`config.mk`:
```
export PLATFORM = sky130hd
export DESIGN_NAME = inv_mix_columns_serial
export DESIGN_NICKNAME = d
export VERILOG_FILES = /design/src/rtl/aes_pkg.sv /design/src/rtl/inv_mix_columns_serial_gf_mul_inv_coeffs.sv /design/src/rtl/inv_mix_columns_serial.sv
export SDC_FILE = /design/constraint.sdc
export NUM_CORES = 1
export LEC_CHECK = 0
export ABC_AREA = 1
export BUFFER_PORTS_ARGS = -buffer_cell sky130_fd_sc_hd__buf_2
export CAP_MARGIN = 20
export CORE_ASPECT_RATIO = 0.5
export CORE_MARGIN = 1
export CORE_UTILIZATION = 40
export CTS_CLUSTER_DIAMETER = 30
export DETAILED_ROUTE_END_ITERATION = 8
export PLACE_DENSITY = 0.66
export SLEW_MARGIN = 20
export SYNTH_ARGS = -nofsm -noshare
export SYNTH_HDL_FRONTEND = slang
export SYNTH_SLANG_ARGS = --single-unit
export TNS_END_PERCENT = 5
```
`constraint.sdc`:
```
create_clock -name clock -period 2.1 [get_ports clock]
set_input_delay 0.42 -clock clock [delete_from_list [all_inputs] [get_ports clock]]
set_output_delay 0.42 -clock clock [all_outputs]
set_load 0.02 [all_outputs]
```
`src/rtl/aes_pkg.sv`:
```
// Shared AES GF(2^8) definitions for the decryption datapath.
// Contents: field reduction constant, InvMixColumns recurrence coefficients
// d0..d3 (row order of the serial accumulator), and the xtime helper.
package aes_pkg;

   localparam logic [7:0] AES_POLY_LOW = 8'h1B;  // x^8 = x^4+x^3+x+1

   // Coefficient multiplied into accumulator R_p on every byte.
   localparam logic [7:0] D0 = 8'h09;
   localparam logic [7:0] D1 = 8'h0D;
   localparam logic [7:0] D2 = 8'h0B;
   localparam logic [7:0] D3 = 8'h0E;

   typedef logic [7:0] gf_byte_t;

   // Multiply by x (8'h02) in GF(2^8).
   function automatic gf_byte_t xtime(input gf_byte_t v);
      return {v[6:0], 1'b0} ^ (v[7] ? AES_POLY_LOW : 8'h00);
   endfunction

endpackage

```
`src/rtl/inv_mix_columns_serial_gf_mul_inv_coeffs.sv`:
```
// Constant GF(2^8) multiplier producing the four InvMixColumns products of
// one byte from a single shared xtime chain (x2, x4, x8). Purely combinational.
//   a      : input byte
//   mul_09 : 09*a      mul_0d : 0D*a
//   mul_0b : 0B*a      mul_0e : 0E*a
module gf_mul_inv_coeffs
   import aes_pkg::*;
(
   input  gf_byte_t a,
   output gf_byte_t mul_09,
   output gf_byte_t mul_0d,
   output gf_byte_t mul_0b,
   output gf_byte_t mul_0e
);

   gf_byte_t x2;
   gf_byte_t x4;
   gf_byte_t x8;

   always_comb begin
      x2     = xtime(a);
      x4     = xtime(x2);
      x8     = xtime(x4);
      mul_09 = x8 ^ a;
      mul_0d = x8 ^ x4 ^ a;
      mul_0b = x8 ^ x2 ^ a;
      mul_0e = x8 ^ x4 ^ x2;
   end

endmodule

```
`src/rtl/inv_mix_columns_serial.sv`:
```
// Byte-serial AES InvMixColumns engine.
// Each clock: R_p <= (R_{(p+1) mod 4} & enable) ^ (d_p * in_byte),
// with d = {09, 0D, 0B, 0E}. After four bytes (enable 00,FF,FF,FF) the
// registers hold InvMixColumns of the column. No counter or valid flag:
// framing is done by the caller through enable.
// Ports:
//   clock      : rising-edge system clock
//   reset_n    : asynchronous active-low clear of R0..R3
//   in_byte    : state byte captured every edge
//   enable     : per-bit feedback mask
//   out_byte_1..out_byte_4 : registers R0..R3 (registered outputs)
module inv_mix_columns_serial
   import aes_pkg::*;
(
   input  logic     clock,
   input  logic     reset_n,
   input  gf_byte_t in_byte,
   input  gf_byte_t enable,
   output gf_byte_t out_byte_1,
   output gf_byte_t out_byte_2,
   output gf_byte_t out_byte_3,
   output gf_byte_t out_byte_4
);

   gf_byte_t prod_0;  // d0*a = 09*a
   gf_byte_t prod_1;  // d1*a = 0D*a
   gf_byte_t prod_2;  // d2*a = 0B*a
   gf_byte_t prod_3;  // d3*a = 0E*a

   gf_byte_t r0;
   gf_byte_t r1;
   gf_byte_t r2;
   gf_byte_t r3;

   gf_mul_inv_coeffs u_mul (
      .a      (in_byte),
      .mul_09 (prod_0),
      .mul_0d (prod_1),
      .mul_0b (prod_2),
      .mul_0e (prod_3)
   );

   // Rotating accumulators: each register takes its neighbour's masked value,
   // so after four bytes every row has seen every coefficient once.
   always_ff @(posedge clock or negedge reset_n) begin
      if (!reset_n) begin
         r0 <= '0;
         r1 <= '0;
         r2 <= '0;
         r3 <= '0;
      end else begin
         r0 <= (r1 & enable) ^ prod_0;
         r1 <= (r2 & enable) ^ prod_1;
         r2 <= (r3 & enable) ^ prod_2;
         r3 <= (r0 & enable) ^ prod_3;
      end
   end

   assign out_byte_1 = r0;
   assign out_byte_2 = r1;
   assign out_byte_3 = r2;
   assign out_byte_4 = r3;

endmodule

```
======== After elaboration in Yosys (flattened, before gate mapping) ========
Cells that the tools add are included.
storage, ports and cells
  bits in registers ....................... 32
  output and inout bits ................... 32
  input bits .............................. 18
  logic and storage cells ................. 24
cells by class
  mux-type cells .......................... 3
  bitwise logic cells ..................... 17
operators by type and width
  cell               number
  8-bit XOR          13
  8-bit bitwise AND  4
  5-bit 2-to-1 mux   3

======== Longest topological paths before layout ========
Gate-level depths: netlist of run 1.
  depth in word-level cells ............... 9
  mapped depth ............................ 10
  gate-level depth less buffers ........... 9

======== Hierarchy ========
Synthesis of run 1 repeated with hierarchy kept, for this count alone.
second synthesis, totals
  cell total of the unflattened synthesis .. 313
  area, all modules ....................... 2183.3 sq um
by module, submodules not included
  module                  cells each  sequential area each (sq um)  area each (sq um)  times used
  inv_mix_columns_serial  200         800.8                         1536.5             1
  gf_mul_inv_coeffs       113         0.0                           646.9              1

======== Least setup slack after synthesis of run 1 ========
OpenSTA, ideal clock, no wires.
  path type ............................... input -> register
  from .................................... input port in_byte[6]
  to ...................................... register r0[4] (netlist: out_byte_1[4])
  required time ........................... 1982 ps
  data arrival time ....................... 1155 ps
  setup slack ............................. 827 ps
  buffers on the path ..................... 1
  library setup time ...................... 118 ps
  stages on the path ...................... 8
  cell sequence ........................... buf_6 -> clkinv_8 -> nand2_1 -> nand2_2 -> xor2_1 -> inv_1 -> nand2_1 -> nand2_1
between the ends
  word-level cells in the longest chain between the ends .. 6
ends and longest elaborated chain
  what                     RTL line                                        source
  start: declaration       inv_mix_columns_serial.sv:17                    input gf_byte_t in_byte,
  8-bit XOR                aes_pkg.sv:18                                   return {v[6:0], 1'b0} ^ (v[7] ? AES_POLY_LOW : 8'h00);
  5-bit 2-to-1 mux         aes_pkg.sv:18
  8-bit XOR (2 in series)  aes_pkg.sv:18
  8-bit XOR                inv_mix_columns_serial_gf_mul_inv_coeffs.sv:24  mul_09 = x8 ^ a;
  8-bit XOR                inv_mix_columns_serial.sv:52                    r0 <= (r1 & enable) ^ prod_0;
  end signal: assignment   inv_mix_columns_serial.sv:52
  end: declaration         inv_mix_columns_serial.sv:30                    gf_byte_t r0;
Every way passes these cells.

======== Final worst setup path of run 1 ========
  from .................................... register r1[4] (netlist: out_byte_2[4])
  to ...................................... output port out_byte_2[4]
RTL lines
  what                      RTL line                      source
  start: declaration        inv_mix_columns_serial.sv:31  gf_byte_t r1;
  start signal: assignment  inv_mix_columns_serial.sv:53  r1 <= (r2 & enable) ^ prod_1;
  end: declaration          inv_mix_columns_serial.sv:20  output gf_byte_t out_byte_2,
No word-level cell between the ends.

==> results.tsv, run 1 <==
stage	metric	value	unit
global_routing	grt_overflow	0	
drt	vias_per_cell	4.61	
pwr	p_comb_share	40.8	%
clocking	cts_buffers	5	
place	dpl_cell_area	2240	um2
yosys	synthCells	234	
critical_path	startpoint	out_byte_2[4]	
place	dpl.hpwl	3190	um
clocking	cts_setup_buffers	0	
sta	relSlewSlack	50.3	%
yosys	avgSynthCellArea	8.27	um2
finish	finalInstanceArea	2320	um2
yosys	synthDominantCellAreaShare	41.4	%
pwr	peakVddDrop	0.000272	V
yosys	synth_edf_count	0	
clocking	htreeDepth	2	
sta	rsz0062_at_grt	no	
sta	maxSlewViolCount	0	
critical_path	path_cells	buf_2	
drt	drc	0	
critical_path	critPathBufInv	1	
finish	drive_gt1_share	25.3	%
clocking	clkSinkCount	32	
sta	max_freq	0.789	GHz
critical_path	critical_path_class	flip-flop to primary output	
pwr	swShare	40.5	%
drt	routedWlPerCell	11.6	um
finish	area.growth.synth_to_final	19.8	%
yosys	yosysWarnings	0	
critical_path	rr_worst_depth	6	
sta	whs	199	ps
run_status	status	completed	
yosys	async_flop_share	100	%
yosys	synthesis.area	1930	um2
floorplanning	fp.dieH	51.2	um
sta	finalSetupTns	0	ps
sta	clock_skew	2.81	ps
floorplanning	dieArea	5140	um2
place	io_buffers	49	
sta	tightest_slew	746	ps
global_routing	antenna_found_initial	0	
drt	drt-total-wl	4100	um
clocking	cts.path.max_buffers	2	
clocking	cts-root-buf	clkbuf_8	
global_routing	grt_usage	17.7	%
yosys	synth-seq-cells	32	
sta	hold_viol_final	0	
critical_path	worstPathArrival	850	ps
critical_path	cpLargestDelayFamily	flip-flops	
clocking	cts_tree	yes	
floorplanning	die_w	100	um
drt	ant_nets	0	
critical_path	cp_data_required_time	1680	ps
floorplanning	pin_count	50	
critical_path	slowest_delay	400	ps
critical_path	cp-start-kind	flip-flop	
yosys	yosysSeqAreaShare	41.4	%
floorplanning	fp.coreArea	4510	um2
finish	diodes	0	
pwr	powerDensity	970	nW/um2
critical_path	crit_fanout	3	
clocking	cts.clk_slew.worst_paths	70	ps
clocking	cts_hold_buf	0	
global_routing	grt_start_max_net_pins	33	
critical_path	reg2reg_slack	1030	ps
global_routing	grt_pass1_wl	6810	um
yosys	yosysUniqueCellTypes	18	
pwr	power.share.clock	19.8	%
critical_path	r2r-end	out_byte_4[5]	
clocking	cts_resized	0	
pwr	seqPwrFrac	39.4	%
yosys	yosys.area.top_type	dfrtp_1	
pwr	p_leak	1.26	nW
yosys	ys.flop_type	dfrtp_1	
finish	layout.nets	306	
pwr	power_switching	0.909	mW
min_path	hold_path_class	primary input to asynchronous set/reset pin	
critical_path	cp_slowest_cell	dfrtp_1	
global_routing	grt_pass1_vias	1513	
critical_path	timing.rr.start	out_byte_1[5]	
pwr	internal_power	1.34	mW
floorplanning	num_rows	17	
sta	fin_crit_sh	60.3	%
flow_run	cap_violations	0	
drt	route.vias.total	1633	
sta	finalSetupViolCount	0	
sta	period_minus_slack	1270	ps
drt	drtIter0Drc	89	
drt	firstDrtPassIters	4	
critical_path	endpoint_kind	primary output	
place	gp_congestion	0.856	
clocking	clk_latency	280	ps
yosys	syn_nets	252	
yosys	synth.area.top_cells	dfrtp_1, nand2_1, xor2_1	
floorplanning	initial_core_util	42.9	%
-- worst max path at each step --
stage,end,slack (ps),cells past startpoint
global placement,out_byte_2[4],620,10
detailed placement,out_byte_1[4],580,8
finish,out_byte_2[4],830,1
CTS,out_byte_4[1],830,1
floorplan,out_byte_1[4],830,8
global route,out_byte_3[4],730,8
-- through the flow --
| stage | instances | setup slack [ps] | power (mW) | utilization [%] |
|---|---|---|---|---|
| after floorplan | 234 | 827 | 1.52 | - |
| after global placement | 347 | 625 | 1.80 | 49.7 |
| after detailed placement | 347 | 576 | 1.82 | 49.7 |
| after CTS | 354 | 829 | 2.28 | 51.4 |
| after global routing | 354 | 727 | 2.40 | 51.4 |
| final | 354 | 833 | 2.25 | 51.4 |
-- layout make-up --
class	count	area, um2
fill	437	2190
tap	66	82.6
inverter	25	109
clock buffer	6	72.6
multi-input combinational	175	1000
timing repair buffer	49	245
sequential	32	801
clock inverter	1	5.00
-- cell usage after synthesis, types with 2 or more instances --
| library cell | number |
|---|---|
| buf_6 | 2 |
| dfrtp_1 | 32 |
| inv_1 | 21 |
| inv_2 | 2 |
| nand2_1 | 89 |
| nand2_2 | 6 |
| nand2_4 | 5 |
| nand3_1 | 24 |
| nand4_1 | 2 |
| xnor2_1 | 7 |
| xor2_1 | 37 |
-- power by group through the flow --
stage / Clock, mW / Combinational, mW / Sequential [mW]
3_3_place_gp: 0 / 0.910 / 0.889
2_1_floorplan: 0 / 0.400 / 1.12
4_1_cts: 0.462 / 0.927 / 0.887
6_report: 0.445 / 0.917 / 0.885
3_5_place_dp: 0 / 0.922 / 0.896
5_1_grt: 0.485 / 1.01 / 0.907
-- metal layers --
layer	global-route usage [%]	wire (um)
met3	4.38	169
met2	28.3	1800
met4	6.76	64
met1	23.3	2070
met5	0	0
-- cell families after synthesis --
family | count (synthesis) | synth area share (%)
DFF | 32 | 41.4
and+or+nand+nor | 129 | 30.2
buffers and inverters | 27 | 6.79
xor gates and xnor gates | 46 | 21.6
-- cell usage in the layout, fill, tap and decap left out, types with 2 or more instances in the layout --
master,instances
clkbuf_8,5
xnor2_1,7
inv_1,21
nand2_1,89
inv_2,2
xor2_1,37
dfrtp_1,32
nand4_1,2
buf_2,49
nand3_1,24
nand2_4,5
nand2_2,6
-- state kept, by name (all words and copies together), names as in the netlist --
name	count
out_byte_1	8
out_byte_2	8
out_byte_3	8
out_byte_4	8
Power figures use the tool's default switching activity.
==> run 2, diff against run 1 <==
--- a/config.mk
+++ b/config.mk
@@ -13,7 +13,7 @@
 export CORE_UTILIZATION = 40
 export CTS_CLUSTER_DIAMETER = 30
 export DETAILED_ROUTE_END_ITERATION = 8
-export PLACE_DENSITY = 0.66
+export PLACE_DENSITY = 0.69
 export SLEW_MARGIN = 20
 export SYNTH_ARGS = -nofsm -noshare
 export SYNTH_HDL_FRONTEND = slang
==> constraint.sdc (replaced) <==
create_clock -name clock -period 1.15 [get_ports clock]
set_input_delay 0.23 -clock clock [delete_from_list [all_inputs] [get_ports clock]]
set_output_delay 0.23 -clock clock [all_outputs]
set_load 0.02 [all_outputs]
==> run 2 against run 1 <==
- sequential power is 83% higher
- first-iteration DRC count is 43% lower
- setup slack worse by 760 ps
- routed wire length is 3.6% higher
- global-route usage is 0.47 points higher
- register-to-register slack worse by 960 ps
- critical path depth is 5 higher
- critical path type is now flip-flop to flip-flop
- largest cell class unchanged
- largest power group unchanged
==> results.tsv, run 2 (synthesized netlist as in run 1, its figures left out) <==
stage	metric	value	unit	change
run_status	status	completed		
finish	layoutNonFillerInstCount	377		+6.5%
sta	tightest_slew	346	ps	-400 ps
floorplanning	fp.coreArea	4510	um2	unchanged
floorplanning	fp.dieH	51.2	um	unchanged
critical_path	worstPathArrival	1250	ps	+400 ps
drt	drt-total-wl	4250	um	+3.6%
place	gp_congestion	0.894		+4.4%
finish	diodes	0		unchanged
sta	hold_viol_final	0		unchanged
clocking	cts_setup_buffers	0		unchanged
clocking	cts_resized	0		unchanged
drt	route.vias.total	1683		+3.1%
sta	worst_slack	74.2	ps	-759 ps
place	dpl.hpwl	3390	um	+6.0%
finish	fill_cells	408		-6.6%
sta	period_minus_slack	1080	ps	
global_routing	grt_util_met1	23.6	%	+0.30 points
global_routing	grt_usage	18.2	%	+0.47 points
clocking	cts.clk_slew.worst_paths	60	ps	about the same
sta	whs	237	ps	+37.8 ps
global_routing	top_usage_layer	met2		
sta	maxSlewViolCount	0		unchanged
finish	drive_gt1_share	30.9	%	+5.5 points
critical_path	endpoint_kind	flip-flop		
critical_path	crit_fanout	2		-1
place	io_buffers	49		unchanged
global_routing	grt_pass1_wl	7080	um	+4.0%
critical_path	cp-start-kind	flip-flop		
global_routing	antenna_found_initial	0		unchanged
finish	layout_common_cells	nand2_1, buf_2, xor2_1		
finish	layout_commonest_cell	nand2_1		
pwr	peakVddDrop	0.000565	V	+110%
sta	max_freq	0.930	GHz	
floorplanning	num_rows	17		unchanged
critical_path	critical_path_class	flip-flop to flip-flop		
clocking	cts-root-buf	clkbuf_8		
place	place_inst	371		+6.9%
drt	drtIter0Drc	51		-43%
global_routing	grt_start_max_net_pins	21		-36%
critical_path	cp_data_required_time	1330	ps	-350 ps
global_routing	grt_overflow	0		unchanged
finish	multi_input_area	1000	um2	unchanged
clocking	htreeDepth	2		unchanged
global_routing	use_met2	29.7	%	+1.4 points
clocking	clk_latency	280	ps	about the same
floorplanning	initial_core_util	42.9	%	unchanged
pwr	p_leak	1.38	nW	+9.5%
clocking	cts.path.max_buffers	2		unchanged
pwr	total_power	4.16	mW	+85%
place	pre_cts_slack	-150	ps	-727 ps
drt	drc	0		unchanged
sta	fin_crit_sh	93.5	%	
finish	layout.nets	331		+8.2%
drt	firstDrtPassIters	4		unchanged
global_routing	met3_usage	3.97	%	-0.41 points
floorplanning	die_w	100	um	unchanged
min_path	hold_path_class	primary input to flip-flop		
finish	regArea	801	um2	unchanged
finish	area.growth.synth_to_final	29.8	%	
drt	ant_nets	0		unchanged
global_routing	grt_pass1_vias	1664		+10%
sta	rsz0062_at_grt	no		
sta	relSlewSlack	76.9	%	+27 points
clocking	clkSinkCount	32		unchanged
drt	routedWlPerCell	11.3	um	-2.8%
pwr	powerDensity	1660	nW/um2	+71%
drt	vias_per_cell	4.46		-3.2%
flow_run	cap_violations	0		unchanged
sta	finalSetupViolCount	0		unchanged
floorplanning	pin_count	50		unchanged
sta	clock_skew	4.13	ps	+1.32 ps
floorplanning	dieArea	5140	um2	unchanged
clocking	cts_tree	yes		
clocking	cts_hold_buf	1		+1
clocking	cts_buffers	5		unchanged
## run 2: changes by cell type in the layout (fill, tap and decap cells not counted)
cell / delta
buf_12: +1
dlygate4sd3_1: +1
buf_4: +23
clkinv_2: -1
clkbuf_1: -1
## run 2: path summary, 6_finish.rpt
check | startpoint | to | slack [ps] | cells after the start
min in group asynchronous | reset_n | out_byte_3[4] | 380 | 2
worst min register to register | out_byte_2[4] | out_byte_1[4] | 540 | 2
max in group asynchronous | reset_n | out_byte_1[6] | 350 | 3
worst min-delay path | enable[7] | out_byte_1[7] | 240 | 3
worst max register to register | out_byte_1[5] | out_byte_4[5] | 70 | 6
worst max-delay path | out_byte_1[5] | out_byte_4[5] | 70 | 6
## run 2: through the flow
stage / cell area (um2) / utilization, % / TNS, ps
final: 2510 / 55.7 / 0
after global routing: 2510 / 55.7 / 0
after CTS: 2510 / 55.7 / 0
after detailed placement: 2430 / 53.9 / -1380
after global placement: 2430 / 53.9 / -817
after floorplan: 1930 / - / 0
## run 2: power by group
group	leakage, nW	total [mW]	internal, mW	switching, mW
logic	0.968	1.76	0.652	1.10
registers	0.373	1.62	1.45	0.168
clock network	0.0359	0.784	0.390	0.394
## run 2: routing by layer
layer	routed length, um	share of wire [%]
met1	2120	50
met2	1950	46
met3	128	3.0
met4	55	1.3
met5	0	0
## run 2: layout make-up
type | instances | share of cell area (%)
sequential | 32 | 31.9
inverter | 25 | 4.33
tap | 66 | 3.29
timing repair buffer | 74 | 17.8
multi-input combinational | 175 | 39.9
clock buffer | 5 | 2.74
## run 2: worst max-delay path, stage by stage (launching register included)
cell,delay (ps)
dfrtp_1,380
nand2_1,100
xor2_1,190
or2_1,150
nand2_1,60
nand2_1,50
nand2_1,40
